`src/rtl/vt512_pkg.sv`:
```
// VT512 DT24 ingest: shared opcodes, states and header/config field layout.
// Imported by the ingest controller and its raster counter.
package vt512_pkg;

    typedef enum logic [3:0] {
        OP_CONFIG  = 4'd1,
        OP_WEIGHTS = 4'd2,
        OP_BIASES  = 4'd3,
        OP_IMAGE   = 4'd4
    } op_t;

    typedef enum logic [2:0] {
        S_IDLE,
        S_CONFIG,
        S_WEIGHTS,
        S_BIASES,
        S_IMAGE
    } state_t;

    localparam int HDR_OP_LSB  = 0;
    localparam int HDR_ARG_LSB = 4;
    localparam int CFG_CH_LSB  = 0;
    localparam int CFG_REUSE_W = 4;
    localparam int CFG_REUSE_B = 5;

    // Out-of-range channel counts fall back to a single channel.
    function automatic logic [3:0] active_chans(
        input logic [3:0] c,
        input int         n
    );
        return (c == 4'd0 || c > 4'(n)) ? 4'd1 : c;
    endfunction

endpackage

```
`src/rtl/vt512_raster_counter.sv`:
```
// Channel/column/row raster counter for pixel-interleaved row-major images.
// Channel steps fastest, then column, then row.
module vt512_raster_counter #(
    parameter int SIZE_LOG2 = 9
) (
    input  logic               clk,
    input  logic               rst_n,
    input  logic               clear,
    input  logic               step,
    input  logic [3:0]         chans,
    input  logic [SIZE_LOG2:0] side,
    output logic [3:0]         ch,
    output logic [SIZE_LOG2:0] col,
    output logic [SIZE_LOG2:0] row,
    output logic               last
);

    localparam int W = SIZE_LOG2 + 1;

    logic ch_end;
    logic col_end;
    logic row_end;

    assign ch_end  = (ch == chans - 4'd1);
    assign col_end = (col == side - W'(1));
    assign row_end = (row == side - W'(1));
    assign last    = ch_end && col_end && row_end;

    always_ff @(posedge clk or negedge rst_n) begin
        if (!rst_n) begin
            ch  <= '0;
            col <= '0;
            row <= '0;
        end else if (clear) begin
            ch  <= '0;
            col <= '0;
            row <= '0;
        end else if (step) begin
            if (!ch_end) begin
                ch <= ch + 4'd1;
            end else begin
                ch <= '0;
                if (!col_end) begin
                    col <= col + W'(1);
                end else begin
                    col <= '0;
                    row <= row + W'(1);
                end
            end
        end
    end

endmodule

```
`src/rtl/vt512_dt24_ingress.sv`:
```
// DT24 ingest controller: decodes header words and streams payloads into
// the config register and the weight, bias and per-channel image stores.
module vt512_dt24_ingress
    import vt512_pkg::*;
#(
    parameter int DATA_WIDTH          = 24,
    parameter int NUM_CHANNELS        = 3,
    parameter int MAX_IMAGE_SIZE      = 512,
    parameter int MAX_IMAGE_SIZE_LOG2 = 9,
    parameter int WEIGHT_DEPTH        = 256,
    parameter int BIAS_DEPTH          = 64
) (
    input  logic                             dt24_clk_i,
    input  logic                             dt24_rst_ni,
    input  logic                             dt24_we_i,
    input  logic [DATA_WIDTH-1:0]            dt24_data_i,
    input  logic                             abort_i,
    output logic [DATA_WIDTH-1:0]            cfg_o,
    output logic                             cfg_valid_o,
    output logic                             wgt_we_o,
    output logic [$clog2(WEIGHT_DEPTH)-1:0]  wgt_addr_o,
    output logic [DATA_WIDTH-1:0]            wgt_data_o,
    output logic                             bias_we_o,
    output logic [$clog2(BIAS_DEPTH)-1:0]    bias_addr_o,
    output logic [DATA_WIDTH-1:0]            bias_data_o,
    output logic [NUM_CHANNELS-1:0]          img_we_o,
    output logic [MAX_IMAGE_SIZE_LOG2:0]     img_row_o,
    output logic [MAX_IMAGE_SIZE_LOG2:0]     img_col_o,
    output logic [DATA_WIDTH-1:0]            img_data_o,
    output logic [MAX_IMAGE_SIZE_LOG2:0]     image_size_o,
    output logic                             image_done_o,
    output logic                             busy_o,
    output logic                             err_o
);

    localparam int AW    = $clog2(WEIGHT_DEPTH);
    localparam int BW    = $clog2(BIAS_DEPTH);
    localparam int IW    = MAX_IMAGE_SIZE_LOG2 + 1;
    localparam int ARG_W = DATA_WIDTH - HDR_ARG_LSB;

    state_t           state;
    state_t           state_n;
    logic [3:0]       op;
    logic [ARG_W-1:0] arg;
    logic [IW-1:0]    side;
    logic             side_ok;
    logic [ARG_W-1:0] cnt;
    logic [ARG_W-1:0] len;
    logic             last_word;
    logic [3:0]       chans;
    logic             cfg_bad;
    logic [3:0]       ch;
    logic [IW-1:0]    row;
    logic [IW-1:0]    col;
    logic             px_last;
    logic             px_step;
    logic             px_clear;

    assign op        = dt24_data_i[HDR_ARG_LSB-1:HDR_OP_LSB];
    assign arg       = dt24_data_i[DATA_WIDTH-1:HDR_ARG_LSB];
    assign side      = arg[IW-1:0];
    assign side_ok   = (side != '0) && (side <= IW'(MAX_IMAGE_SIZE));
    assign last_word = (cnt == len - ARG_W'(1));
    assign chans     = active_chans(cfg_o[CFG_CH_LSB+:4], NUM_CHANNELS);
    assign cfg_bad   = (dt24_data_i[3:0] == 4'd0) ||
                       (dt24_data_i[3:0] > 4'(NUM_CHANNELS));

    assign px_step  = (state == S_IMAGE) && dt24_we_i && !abort_i;
    assign px_clear = abort_i || (state == S_IDLE);

    vt512_raster_counter #(
        .SIZE_LOG2 (MAX_IMAGE_SIZE_LOG2)
    ) u_raster (
        .clk   (dt24_clk_i),
        .rst_n (dt24_rst_ni),
        .clear (px_clear),
        .step  (px_step),
        .chans (chans),
        .side  (image_size_o),
        .ch    (ch),
        .col   (col),
        .row   (row),
        .last  (px_last)
    );

    always_comb begin
        state_n = state;
        if (abort_i) begin
            state_n = S_IDLE;
        end else if (dt24_we_i) begin
            unique case (state)
                S_IDLE: begin
                    case (op)
                        OP_CONFIG:  state_n = S_CONFIG;
                        OP_WEIGHTS: if (arg != '0) state_n = S_WEIGHTS;
                        OP_BIASES:  if (arg != '0) state_n = S_BIASES;
                        OP_IMAGE:   if (side_ok) state_n = S_IMAGE;
                        default:    state_n = S_IDLE;
                    endcase
                end
                S_CONFIG:  state_n = S_IDLE;
                S_WEIGHTS,
                S_BIASES:  if (last_word) state_n = S_IDLE;
                S_IMAGE:   if (px_last) state_n = S_IDLE;
                default:   state_n = S_IDLE;
            endcase
        end
    end

    always_ff @(posedge dt24_clk_i or negedge dt24_rst_ni) begin
        if (!dt24_rst_ni) begin
            state        <= S_IDLE;
            busy_o       <= 1'b0;
            err_o        <= 1'b0;
            cnt          <= '0;
            len          <= '0;
            cfg_o        <= '0;
            cfg_valid_o  <= 1'b0;
            wgt_we_o     <= 1'b0;
            wgt_addr_o   <= '0;
            wgt_data_o   <= '0;
            bias_we_o    <= 1'b0;
            bias_addr_o  <= '0;
            bias_data_o  <= '0;
            img_we_o     <= '0;
            img_row_o    <= '0;
            img_col_o    <= '0;
            img_data_o   <= '0;
            image_size_o <= '0;
            image_done_o <= 1'b0;
        end else begin
            state        <= state_n;
            busy_o       <= (state_n != S_IDLE);
            cfg_valid_o  <= 1'b0;
            wgt_we_o     <= 1'b0;
            bias_we_o    <= 1'b0;
            img_we_o     <= '0;
            image_done_o <= 1'b0;
            if (abort_i) begin
                cnt <= '0;
                len <= '0;
            end else if (dt24_we_i) begin
                unique case (state)
                    S_IDLE: begin
                        cnt <= '0;
                        len <= arg;
                        case (op)
                            OP_CONFIG, OP_WEIGHTS, OP_BIASES: ;
                            OP_IMAGE: begin
                                if (side_ok) image_size_o <= side;
                                else         err_o        <= 1'b1;
                            end
                            default: err_o <= 1'b1;
                        endcase
                    end
                    S_CONFIG: begin
                        cfg_o       <= dt24_data_i;
                        cfg_valid_o <= 1'b1;
                        err_o       <= cfg_bad;
                    end
                    S_WEIGHTS: begin
                        cnt <= cnt + ARG_W'(1);
                        if (cnt < ARG_W'(WEIGHT_DEPTH)) begin
                            wgt_we_o   <= ~cfg_o[CFG_REUSE_W];
                            wgt_addr_o <= cnt[AW-1:0];
                            wgt_data_o <= dt24_data_i;
                        end else begin
                            err_o <= 1'b1;
                        end
                    end
                    S_BIASES: begin
                        cnt <= cnt + ARG_W'(1);
                        if (cnt < ARG_W'(BIAS_DEPTH)) begin
                            bias_we_o   <= ~cfg_o[CFG_REUSE_B];
                            bias_addr_o <= cnt[BW-1:0];
                            bias_data_o <= dt24_data_i;
                        end else begin
                            err_o <= 1'b1;
                        end
                    end
                    S_IMAGE: begin
                        img_we_o     <= NUM_CHANNELS'(1) << ch;
                        img_row_o    <= row;
                        img_col_o    <= col;
                        img_data_o   <= dt24_data_i;
                        image_done_o <= px_last;
                    end
                    default: ;
                endcase
            end
        end
    end

endmodule

```
`config.mk`:
```
export PLATFORM = sky130hd
export DESIGN_NAME = vt512_dt24_ingress
export DESIGN_NICKNAME = d
export VERILOG_FILES = /design/src/rtl/vt512_pkg.sv /design/src/rtl/vt512_raster_counter.sv /design/src/rtl/vt512_dt24_ingress.sv
export SDC_FILE = /design/constraint.sdc
export NUM_CORES = 1
export LEC_CHECK = 0
export BUFFER_PORTS_ARGS = -buffer_cell sky130_fd_sc_hd__buf_2
export CAP_MARGIN = 20
export CORE_MARGIN = 2
export CORE_UTILIZATION = 47
export CTS_BUF_LIST = sky130_fd_sc_hd__clkbuf_8 sky130_fd_sc_hd__clkbuf_16
export CTS_CLUSTER_DIAMETER = 80
export DETAILED_ROUTE_END_ITERATION = 7
export PLACE_DENSITY = 0.72
export SLEW_MARGIN = 10
export SYNTH_ARGS = -nofsm -noshare
export SYNTH_HDL_FRONTEND = slang
export SYNTH_HIERARCHICAL = 1
export SYNTH_SLANG_ARGS = --single-unit
```
`constraint.sdc`:
```
create_clock -name dt24_clk_i -period 6.4 [get_ports dt24_clk_i]
set_input_delay 0 -clock dt24_clk_i [delete_from_list [all_inputs] [get_ports dt24_clk_i]]
set_output_delay 0 -clock dt24_clk_i [all_outputs]
set_load 0.01 [all_outputs]
```
==> run summary <==
Startpoint Class: flop
Setup bufs post-CTS: 0
Synth Flop Type: dfrtp_1
Reg clk slew, reported paths: 0.06 ns
Initial antenna violation count: 0
Hold Crit Class: in2async
Initial core utilization: 0.476
Clock latency on the worst-skew pair: 0.52 ns
Hold slack final: 0.107 ns
Die area: 0.0231 sq mm
Worst Path Max Fanout: 46
Post-synth ARST share: 1.00
Fin crit period: 3.59 ns
Max-cap violations: 0
Final setup fails: 0
Post-synthesis register bit count: 216
Die X: 152 um
Final setup TNS: 0 ns
Core area: 0.0217 sq mm
Area post-placement: 0.0115 sq mm
Total grt overflow: 0
Fin util: 0.581
Yosys Warn Count: 6
Area growth, synth to finish: 22.1%
DR DRC count: 0
Req. time, crit path: 6.78 ns
Peak VDD IR: 0.206 mV
Combinational Power Share: 0.138
Vias in the first global route: 7959
Number of detailed-route iterations in the first pass: 5
Most common cell after layout, fill and taps aside: dfrtp_1
Antenna cells: 0
Clock power frac: 0.426
Clk buf depth: 3
Crit. End Element: flop
Synthesized area per cell: 11.0 sq um
CTS sink count: 216
CP arrival: 3.97 ns
Net Sw Power: 881 uW
Vias after detailed routing: 7952
H-tree depth: 1
Outcome: completed
Final wirelength: 25.8 mm
Post-synthesis sequential area ratio: 0.524
Final setup margin: 2.81 ns
CTS tree: done
Final Max Tran Viols: 0
Cts repair resizes: 0
Global-route wire length before repair: 42.8 mm
Seq pwr share: 0.435
Clock skew: 0.0180 ns
Sw frac: 0.254
Avg WL per Cell: 18.1 um
Final net count: 1162
DR iter-0 viols: 519
Max Fclk: 0.279 GHz
Post-synth cell types: 70
Cell chosen for the clock root: clkbuf_16
I/O pin cnt: 177
Power Internal: 2590 uW
DP HPWL: 17.9 mm
Gate Count Post-Synth: 935
Post-route cell area: 0.0126 sq mm
Vias/cell: 5.58
Port bufs: 176
Largest net degree at the start of global routing: 104
GP Congestion: 0.877
Row cnt: 54
Share of layout cells above drive strength 1: 0.311
Hold_buf cts: 27
Most frequent cells in the layout: dfrtp_1 (216), buf_2 (175), nand2_1 (109)
Detail Route Antenna Nets: 0
Unrepaired setup endpoints after global routing: no
CP Class: reg2reg
Period utilisation layout: 0.560
Slew headroom: 0.484
Pre-CTS setup slack: 2.83 ns
EDFF count, synth: 0
Syn Std Cell Area: 0.0103 sq mm
Hold Vio Cnt, Final: 0
Global-route usage over all layers: 0.223
Leak: 0.00617 uW
Worst Tran Pin Value: 0.773 ns
Die height: 152 um
Num CTS Buffers: 24
Pwr dens: 276 mW/mm^2
kinds of logic after synthesis:
logic type | share of synthesized area
AOI/OAI and AO/OA | 0.0796
xor gates and xnor gates | 0.0648
adders and majority gates | 0.00946
buffers and inverters | 0.0267
DFF | 0.524
muxes | 0.133
other | 0.000364
and+or+nand+nor | 0.162
routing by layer:
| metal | up-vias | GRT usage | routed length [um] |
|---|---|---|---|
| met2 | 271 | 0.343 | 11500 |
| met1 | 3943 | 0.322 | 11800 |
| met4 | 0 | 0.0547 | 469 |
| met5 | - | 0 | 0 |
| met3 | 42 | 0.0549 | 2010 |
| li1 | 3696 | - | - |
flip-flops by register name, indices dropped and copies added (netlist names), 20 cells and up:
name         cells
wgt_data_o      24
len             20
cfg_o           24
bias_data_o     24
img_data_o      24
cnt             20
stage by stage:
stage	cells	total power [uW]
2_1_floorplan	937	1820
3_3_place_gp	1354	1990
3_5_place_dp	1354	2000
4_1_cts	1425	3500
5_1_grt	1425	3620
6_report	1425	3470
power by group through the flow:
stage / sequential [uW] / clock (uW) / combinational (uW)
finish: 1510 / 1480 / 480
global route: 1520 / 1570 / 527
CTS: 1510 / 1510 / 481
detailed placement: 1530 / 0 / 466
global placement: 1530 / 0 / 460
floorplan: 1550 / 0 / 269
worst max-delay path, stage by stage (launching register included):
cell	delay, ns
dfrtp_1	0.48
nor2_1	0.20
nand3_2	0.09
buf_4	0.32
inv_1	0.63
inv_1	0.21
o31a_1	0.42
or4_1	0.52
nor4_1	0.38
xnor2_1	0.16
nor2_1	0.05
Yosys cell counts (6+ instances only):
| cell type | number | share of area |
|---|---|---|
| dfrtp_1 | 216 | 0.52 |
| nand2_1 | 109 | 0.040 |
| mux2_2 | 107 | 0.12 |
| nor2_1 | 58 | 0.021 |
| xnor2_1 | 49 | 0.042 |
| clkbuf_1 | 39 | 0.014 |
| o21ai_0 | 32 | 0.016 |
| a21oi_1 | 25 | 0.012 |
| nor3_1 | 24 | 0.012 |
| inv_1 | 23 | 0.0084 |
| nand3_1 | 22 | 0.011 |
| xor2_1 | 22 | 0.019 |
| a22o_1 | 16 | 0.014 |
| nand4_1 | 15 | 0.0091 |
| mux2_1 | 14 | 0.015 |
| nor4_1 | 13 | 0.0079 |
| and3_1 | 11 | 0.0067 |
| or3_1 | 10 | 0.0061 |
| a31oi_1 | 9 | 0.0055 |
| and2_1 | 7 | 0.0042 |
| ha_1 | 7 | 0.0085 |
| nand2b_1 | 7 | 0.0042 |
| nand3b_1 | 7 | 0.0051 |
| o31ai_1 | 7 | 0.0051 |
| nor2b_1 | 6 | 0.0036 |
| nor3b_1 | 6 | 0.0044 |
worst paths after layout:
check	start	endpoint	slack, ns	cells past startpoint
worst max-delay path	state[0]	u_raster/col[9]	2.81	10
worst min-delay path	dt24_rst_ni	img_col_o[1]	0.11	2
worst max register to register	state[0]	u_raster/col[9]	2.81	10
worst min register to register	cfg_o[5]	bias_we_o	0.46	1
max in group asynchronous	dt24_rst_ni	img_data_o[14]	5.07	3
min in group dt24_clk_i	dt24_data_i[16]	len[12]	0.31	3
cell type report:
cell class	count	area, sq um
Clock buffer	30	694
Multi-Input combinational cell	651	4660
Inverter	24	90.1
Sequential cell	216	5410
Tap cell	280	350
Clock inverter	14	176
Timing Repair Buffer	210	1210
Fill cell	1797	9090
Note: power is estimated with default switching activity, not from simulation.
